<file path="src/rtl/nn_ctrl_pkg.sv">
`default_nettype none
// ============================================================================
// Module      : nn_ctrl_pkg
// Description : Shared definitions for the network-control blocks. Holds the
//               sequencer state encoding, the default activation width and
//               a counter-width helper.
// Revision    : 1.0 - initial release
// ============================================================================
package nn_ctrl_pkg;

    // Default width of one output-layer activation (unsigned).
    localparam int NN_DATA_W = 16;

    // Sequencer state encoding.
    localparam int ST_W = 3;
    typedef logic [ST_W-1:0] state_t;

    localparam state_t ST_IDLE    = 3'd0;
    localparam state_t ST_RUN     = 3'd1;
    localparam state_t ST_CAPTURE = 3'd2;
    localparam state_t ST_SHOW    = 3'd3;
    localparam state_t ST_ERR     = 3'd4;

    // Counter width for a count range of n. This is $clog2(n), but never less
    // than one bit, so that n = 1 still yields a legal vector.
    function automatic int cnt_width(input int n);
        return (n < 2) ? 1 : $clog2(n);
    endfunction

endpackage
`default_nettype wire

</file>
<file path="src/rtl/nn_result_ctrl_margin_comp.sv">
`default_nettype none
// ============================================================================
// Module      : margin_comp
// Description : Margin-aware comparison of two unsigned activations.
//               gt  : a > b
//               tie : |a - b| <= margin
// Ports       : a, b    - activations to compare (DATA_W, unsigned)
//               margin  - ambiguity band (DATA_W, unsigned)
//               gt, tie - comparison results (purely combinational)
// Revision    : 1.0 - initial release
// ============================================================================
module margin_comp
    import nn_ctrl_pkg::*;
#(
    parameter int DATA_W = NN_DATA_W
) (
    input  logic [DATA_W-1:0] a,
    input  logic [DATA_W-1:0] b,
    input  logic [DATA_W-1:0] margin,
    output logic              gt,
    output logic              tie
);

    localparam logic [DATA_W:0] c_ONE = (DATA_W+1)'(1);

    logic [DATA_W:0] w_diff;
    logic [DATA_W:0] w_mag;

    // The difference is held in DATA_W+1 bits as two's complement. Because
    // both operands are unsigned, the magnitude always fits without overflow.
    assign w_diff = {1'b0, a} - {1'b0, b};
    assign w_mag  = w_diff[DATA_W] ? (~w_diff + c_ONE) : w_diff;

    assign gt  = (a > b);
    assign tie = (w_mag <= {1'b0, margin});

endmodule
`default_nettype wire

</file>
<file path="src/rtl/nn_result_ctrl.sv">
`default_nettype none
// ============================================================================
// Module      : nn_result_ctrl
// Description : Sequencer for one network inference and its LED result.
//               A start pulse launches the network, which is then timed out
//               if its done pulse never arrives. The two activations are
//               latched on done, compared with a margin, and the result is
//               shown on LED0/LED1 until the next start.
// Ports       : clk, rst            - clock, synchronous active-high reset
//               start               - request an inference (one cycle)
//               nn_done, a3_1, a3_2 - network completion and activations
//               nn_start            - one-cycle launch pulse to the network
//               busy, result_valid, result_tie, timeout_err - status
//               LED0, LED1          - class / blink indicators
// Revision    : 1.0 - initial release
// ============================================================================
module nn_result_ctrl
    import nn_ctrl_pkg::*;
#(
    parameter int                DATA_W     = NN_DATA_W,
    parameter logic [DATA_W-1:0] MARGIN     = '0,
    parameter int                TIMEOUT    = 1_000_000,
    parameter int                BLINK_HALF = 12_500_000
) (
    input  logic              clk,
    input  logic              rst,
    input  logic              start,
    input  logic              nn_done,
    input  logic [DATA_W-1:0] a3_1,
    input  logic [DATA_W-1:0] a3_2,
    output logic              nn_start,
    output logic              busy,
    output logic              result_valid,
    output logic              result_tie,
    output logic              timeout_err,
    output logic              LED0,
    output logic              LED1
);

    localparam int TO_W = cnt_width(TIMEOUT);
    localparam int BL_W = cnt_width(BLINK_HALF);

    localparam logic [TO_W-1:0] c_TO_LAST = TO_W'(TIMEOUT - 1);
    localparam logic [TO_W-1:0] c_TO_ONE  = TO_W'(1);
    localparam logic [BL_W-1:0] c_BL_LAST = BL_W'(BLINK_HALF - 1);
    localparam logic [BL_W-1:0] c_BL_ONE  = BL_W'(1);

    // Registered state
    state_t            r_state;
    logic [TO_W-1:0]   r_to_cnt;
    logic [BL_W-1:0]   r_bl_cnt;
    logic              r_phase;
    logic [DATA_W-1:0] r_a1;
    logic [DATA_W-1:0] r_a2;
    logic              r_nn_start;
    logic              r_busy;
    logic              r_valid;
    logic              r_tie;
    logic              r_err;
    logic              r_led0;
    logic              r_led1;

    // Next-state values
    state_t            w_state;
    logic [TO_W-1:0]   w_to_cnt;
    logic [BL_W-1:0]   w_bl_cnt;
    logic              w_phase;
    logic [DATA_W-1:0] w_a1;
    logic [DATA_W-1:0] w_a2;
    logic              w_enter_run;
    logic              w_nn_start;
    logic              w_busy;
    logic              w_valid;
    logic              w_tie;
    logic              w_err;
    logic              w_led0;
    logic              w_led1;

    logic              w_gt;
    logic              w_cmp_tie;

    // The comparison runs on the latched activations, so its result is
    // meaningful in the CAPTURE cycle that follows the latch.
    margin_comp #(
        .DATA_W (DATA_W)
    ) u_margin_comp (
        .a      (r_a1),
        .b      (r_a2),
        .margin (MARGIN),
        .gt     (w_gt),
        .tie    (w_cmp_tie)
    );

    always_comb begin
        w_state    = r_state;
        w_to_cnt   = '0;
        w_bl_cnt   = '0;
        w_phase    = 1'b0;
        w_a1       = r_a1;
        w_a2       = r_a2;
        w_led0     = r_led0;
        w_led1     = r_led1;
        w_tie      = 1'b0;

        case (r_state)
            ST_IDLE, ST_SHOW, ST_ERR: begin
                if (start) begin
                    w_state = ST_RUN;
                end
            end
            ST_RUN: begin
                // Done takes priority over an expiring timeout.
                if (nn_done) begin
                    w_a1    = a3_1;
                    w_a2    = a3_2;
                    w_state = ST_CAPTURE;
                end else if (r_to_cnt == c_TO_LAST) begin
                    w_state = ST_ERR;
                end
            end
            ST_CAPTURE: begin
                w_state = ST_SHOW;
            end
            default: begin
                w_state = ST_IDLE;
            end
        endcase

        w_enter_run = (w_state == ST_RUN) && (r_state != ST_RUN);

        // The timeout counter equals the number of RUN cycles already spent.
        if ((w_state == ST_RUN) && !w_enter_run) begin
            w_to_cnt = r_to_cnt + c_TO_ONE;
        end

        // The blink phase restarts at 0 on every entry to RUN or ERR and
        // toggles after each BLINK_HALF cycles spent in that state.
        if (((w_state == ST_RUN) || (w_state == ST_ERR)) && (w_state == r_state)) begin
            if (r_bl_cnt == c_BL_LAST) begin
                w_bl_cnt = '0;
                w_phase  = ~r_phase;
            end else begin
                w_bl_cnt = r_bl_cnt + c_BL_ONE;
                w_phase  = r_phase;
            end
        end

        // Outputs are decoded from the next state and then registered, which
        // keeps every input-to-output path behind a flop.
        w_nn_start = w_enter_run;
        w_busy     = (w_state == ST_RUN) || (w_state == ST_CAPTURE);
        w_valid    = (w_state == ST_SHOW);
        w_err      = (w_state == ST_ERR);

        case (w_state)
            ST_RUN: begin
                w_led0 = w_phase;
                w_led1 = w_phase;
            end
            ST_CAPTURE: begin
                // LEDs hold their last blink value for this single cycle.
            end
            ST_SHOW: begin
                if (r_state == ST_CAPTURE) begin
                    w_led0 = w_cmp_tie | w_gt;
                    w_led1 = w_cmp_tie | ~w_gt;
                    w_tie  = w_cmp_tie;
                end else begin
                    w_tie  = r_tie;
                end
            end
            ST_ERR: begin
                w_led0 = w_phase;
                w_led1 = 1'b0;
            end
            default: begin
                w_led0 = 1'b0;
                w_led1 = 1'b0;
            end
        endcase
    end

    always_ff @(posedge clk) begin
        if (rst) begin
            r_state    <= ST_IDLE;
            r_to_cnt   <= '0;
            r_bl_cnt   <= '0;
            r_phase    <= 1'b0;
            r_a1       <= '0;
            r_a2       <= '0;
            r_nn_start <= 1'b0;
            r_busy     <= 1'b0;
            r_valid    <= 1'b0;
            r_tie      <= 1'b0;
            r_err      <= 1'b0;
            r_led0     <= 1'b0;
            r_led1     <= 1'b0;
        end else begin
            r_state    <= w_state;
            r_to_cnt   <= w_to_cnt;
            r_bl_cnt   <= w_bl_cnt;
            r_phase    <= w_phase;
            r_a1       <= w_a1;
            r_a2       <= w_a2;
            r_nn_start <= w_nn_start;
            r_busy     <= w_busy;
            r_valid    <= w_valid;
            r_tie      <= w_tie;
            r_err      <= w_err;
            r_led0     <= w_led0;
            r_led1     <= w_led1;
        end
    end

    assign nn_start     = r_nn_start;
    assign busy         = r_busy;
    assign result_valid = r_valid;
    assign result_tie   = r_tie;
    assign timeout_err  = r_err;
    assign LED0         = r_led0;
    assign LED1         = r_led1;

endmodule
`default_nettype wire

</file>
<file path="config.mk">
export PLATFORM = sky130hd
export DESIGN_NAME = nn_result_ctrl
export DESIGN_NICKNAME = d
export VERILOG_FILES = /design/src/rtl/nn_ctrl_pkg.sv /design/src/rtl/nn_result_ctrl_margin_comp.sv /design/src/rtl/nn_result_ctrl.sv
export SDC_FILE = /design/constraint.sdc
export NUM_CORES = 1
export LEC_CHECK = 0
export CAP_MARGIN = 25
export CORE_MARGIN = 3
export CORE_UTILIZATION = 51
export DETAILED_ROUTE_END_ITERATION = 7
export HOLD_SLACK_MARGIN = 0.15
export PLACE_DENSITY_LB_ADDON = 0.15
export SKIP_CTS_REPAIR_TIMING = 1
export SLEW_MARGIN = 30
export SYNTH_ARGS = -nofsm -noshare
export SYNTH_HDL_FRONTEND = slang
export SYNTH_SLANG_ARGS = --single-unit
</file>
<file path="constraint.sdc">
create_clock -name clk -period 3.6 [get_ports clk]
set_clock_uncertainty 0.05 [all_clocks]
set_input_delay 0.54 -clock clk [delete_from_list [all_inputs] [get_ports clk]]
set_output_delay 0.54 -clock clk [all_outputs]
set_load 0.01 [all_outputs]
</file>
==> results.toml <==
[placed_design]
port_buffers = 42
gp_congestion = 0.859
dp.final_hpwl_mm = 7.60
place_area_um2 = 5230
post-place-ws_ps = -0.646

[route]
dr.pass1.iters = 4
wl_per_cell_um = 13.5
drt-total-wl_mm = 10.2
ant_nets = 0
drcViolationCount = 0
viasPerCell = 5.52
drt_iter0_drc = 160
num_vias = 4179

[die]
die_h_um = 102
rows = 34
start_util_pct = 53.1
io_pins = 43
die_area_um2 = 10400
core-area_um2 = 8850
fp.dieW_um = 102

[synth]
ys_types = 55
syn_avg_cell_area_um2 = 7.76
synth-edff-count = 0
ys_seq_area_share_pct = 37.1
synth_cells = 605
ys_warn_count = 0
synth_nets = 660
synth_ff_type = "dfxtp_1"
ys_ff_latch = 87
syn_area_um2 = 4690
synthArstFlopShare_pct = 0

[critical_path]
worstSetupPathType = "register to register"
setup.worst_path.start_class = "register"
arrival_ps = 3630
regToRegSetupSlack_ps = 200
worstPathMaxFanout = 5
cp.required_ps = 3830
end_kind = "register"
rr_startpoint = "r_a1[0]"
r2r-end = "LED1"
reg2regPathDepth = 14

[global_route]
grt_max_degree = 34
grt_overflow = 0
grt_first_pass_wirelength_mm = 17.5
grt_pass1_vias = 4026
antenna_found_initial = 0
gr-usage-all-layers_pct = 20.5

[cells_and_area]
drive_gt1_share_pct = 8.01
final_common_cell = "nand2_1"
fin_area_um2 = 5530
layout_common_cells = "nand2_1, dfxtp_1, nor2_1"
antenna_cells = 0
nNetsFinal = 699
syn_to_final_growth_pct = 17.9

[sta]
clock.fmax_mhz = 295
fin_ws_ps = 205
rsz0062_at_grt = "false"
worst_pin_slew_ps = 784
period_share_pct = 94.3
slew_headroom_pct = 47.7
final.setup.tns_ps = 0
slew_viol_final = 0
whs_ps = 408
finalSetupViolations = 0
hold_violations = 0
period_needed_ps = 3400

[clock_tree]
cts_tree = "built"
cts.sinks = 87
ctsRootBufferMaster = "clkbuf_8"
clk_pin_slew_worst_paths_ps = 90
clockBufferDepth = 2
htree_levels = 3
cts_buffers = 9
clock_latency_ps = 360

[flow_run]
maxCapViolCount = 0

[min_path]
worstHoldStart = "r_a1[0]"
min_to = "r_a1[0]"
hold_class = "register to register"
whs_path_depth = 2

[pwr]
power_mw = 2.39
peakVddDrop_v = 0.000219
powerDensity_nw_per_um2 = 432
p_leak_nw = 1.97

[run_status]
status = "finished clean"
==> critical path, stage by stage, from the launching register on <==
cell	delay, ps
dfxtp_2	330
inv_1	40
ha_2	190
fa_2	390
nand2b_4	170
a211oi_4	370
nor2b_2	100
xnor2_2	170
nor4_4	310
nand3_2	100
buf_4	170
o41ai_2	300
a22oi_1	100
a211o_1	310
a221oi_2	220
==> power by group <==
part / internal (mW) / switching, mW / total [mW]
clock: 0.343 / 0.356 / 0.700
sequential: 0.985 / 0.0166 / 1.00
combinational: 0.302 / 0.389 / 0.691
==> how the worst max path moves through the flow <==
stage            start    to  slack (ps)  cells after the start
2_1_floorplan  r_a2[5]  LED1          50                     13
3_3_place_gp   r_a1[0]  LED1         110                     13
3_5_place_dp   r_a1[0]  LED1        -0.6                     14
4_1_cts        r_a1[0]  LED1         -20                     14
5_1_grt        r_a1[0]  LED1         0.8                     14
6_report       r_a1[0]  LED1         200                     14
==> cell usage after synthesis, types with 2 or more instances <==
master     number  area (µm²)
a211o_1         3        26.3
nor3b_1         4        30.0
and3_1         15        93.8
inv_1          21        78.8
nand4_1        14        87.6
nor4b_1         2        17.5
a22oi_1         3        22.5
clkbuf_1       24        90.1
nand2_1       100         375
and4_1          3        26.3
o21ai_0        12        60.1
o21a_1          3        22.5
or3_1           3        18.8
nor4_1          4        25.0
nand3_1        25         125
o21bai_1        2        15.0
nor3_1         15        75.1
xor2_1         29         254
nand2b_1        6        37.5
nor2_1         78         293
and2_1          4        25.0
nor2b_1         8        50.1
o2111ai_1       4        35.0
ha_1           18         225
dfxtp_1        87        1740
xnor2_1        21         184
a211oi_1        4        30.0
o211ai_1        6        45.0
a21oi_1        57         285
or4_1           2        15.0
o31ai_1         2        15.0
a21o_1          3        22.5
==> registers in the layout, summed over array words and instances, names as in the netlist <==
| signal | flops |
|---|---|
| result_valid | 1 |
| r_to_cnt | 20 |
| r_a2 | 16 |
| r_bl_cnt | 24 |
| timeout_err | 1 |
| r_phase | 1 |
| result_tie | 1 |
| r_a1 | 16 |
| busy | 1 |
| LED1 | 1 |
| LED0 | 1 |
| nn_start | 1 |
| r_state | 3 |
==> through the flow <==
stage,instances,utilization (%)
after CTS,755,61.4
after detailed placement,739,59.1
after global placement,739,59.0
after global routing,757,62.5
after floorplan,605,-
final,757,62.5
==> final cells by class <==
type,instances,area (µm²)
Inverter,21,78.8
Clock inverter,6,68.8
Timing Repair Buffer,54,510
Multi-Input combinational cell,471,2860
Clock buffer,10,138
Tap cell,108,135
Sequential cell,87,1740
Fill cell,815,3310
==> per-layer routing <==
metal / vias up / track usage [%] / share of wire (%)
li1: 2164 / - / -
met5: - / 0 / 0
met2: 47 / 35.4 / 50
met4: 0 / 6.86 / 1.5
met3: 17 / 3.07 / 2.1
met1: 1951 / 26.3 / 47
==> kinds of logic (layout without fill, tap and decap cells) <==
family                     count (synthesis)  count (layout)  share of synthesized area, %
and+or+nand+nor                          288             288                          28.8
AOI/OAI and AO/OA                        113             113                          15.3
DFF                                       87              87                          37.1
xor gates and xnor gates                  51              51                          9.67
buffers and inverters                     47              91                          3.94
adders and majority gates                 19              19                          5.22
(Power assumes the default switching activity.)
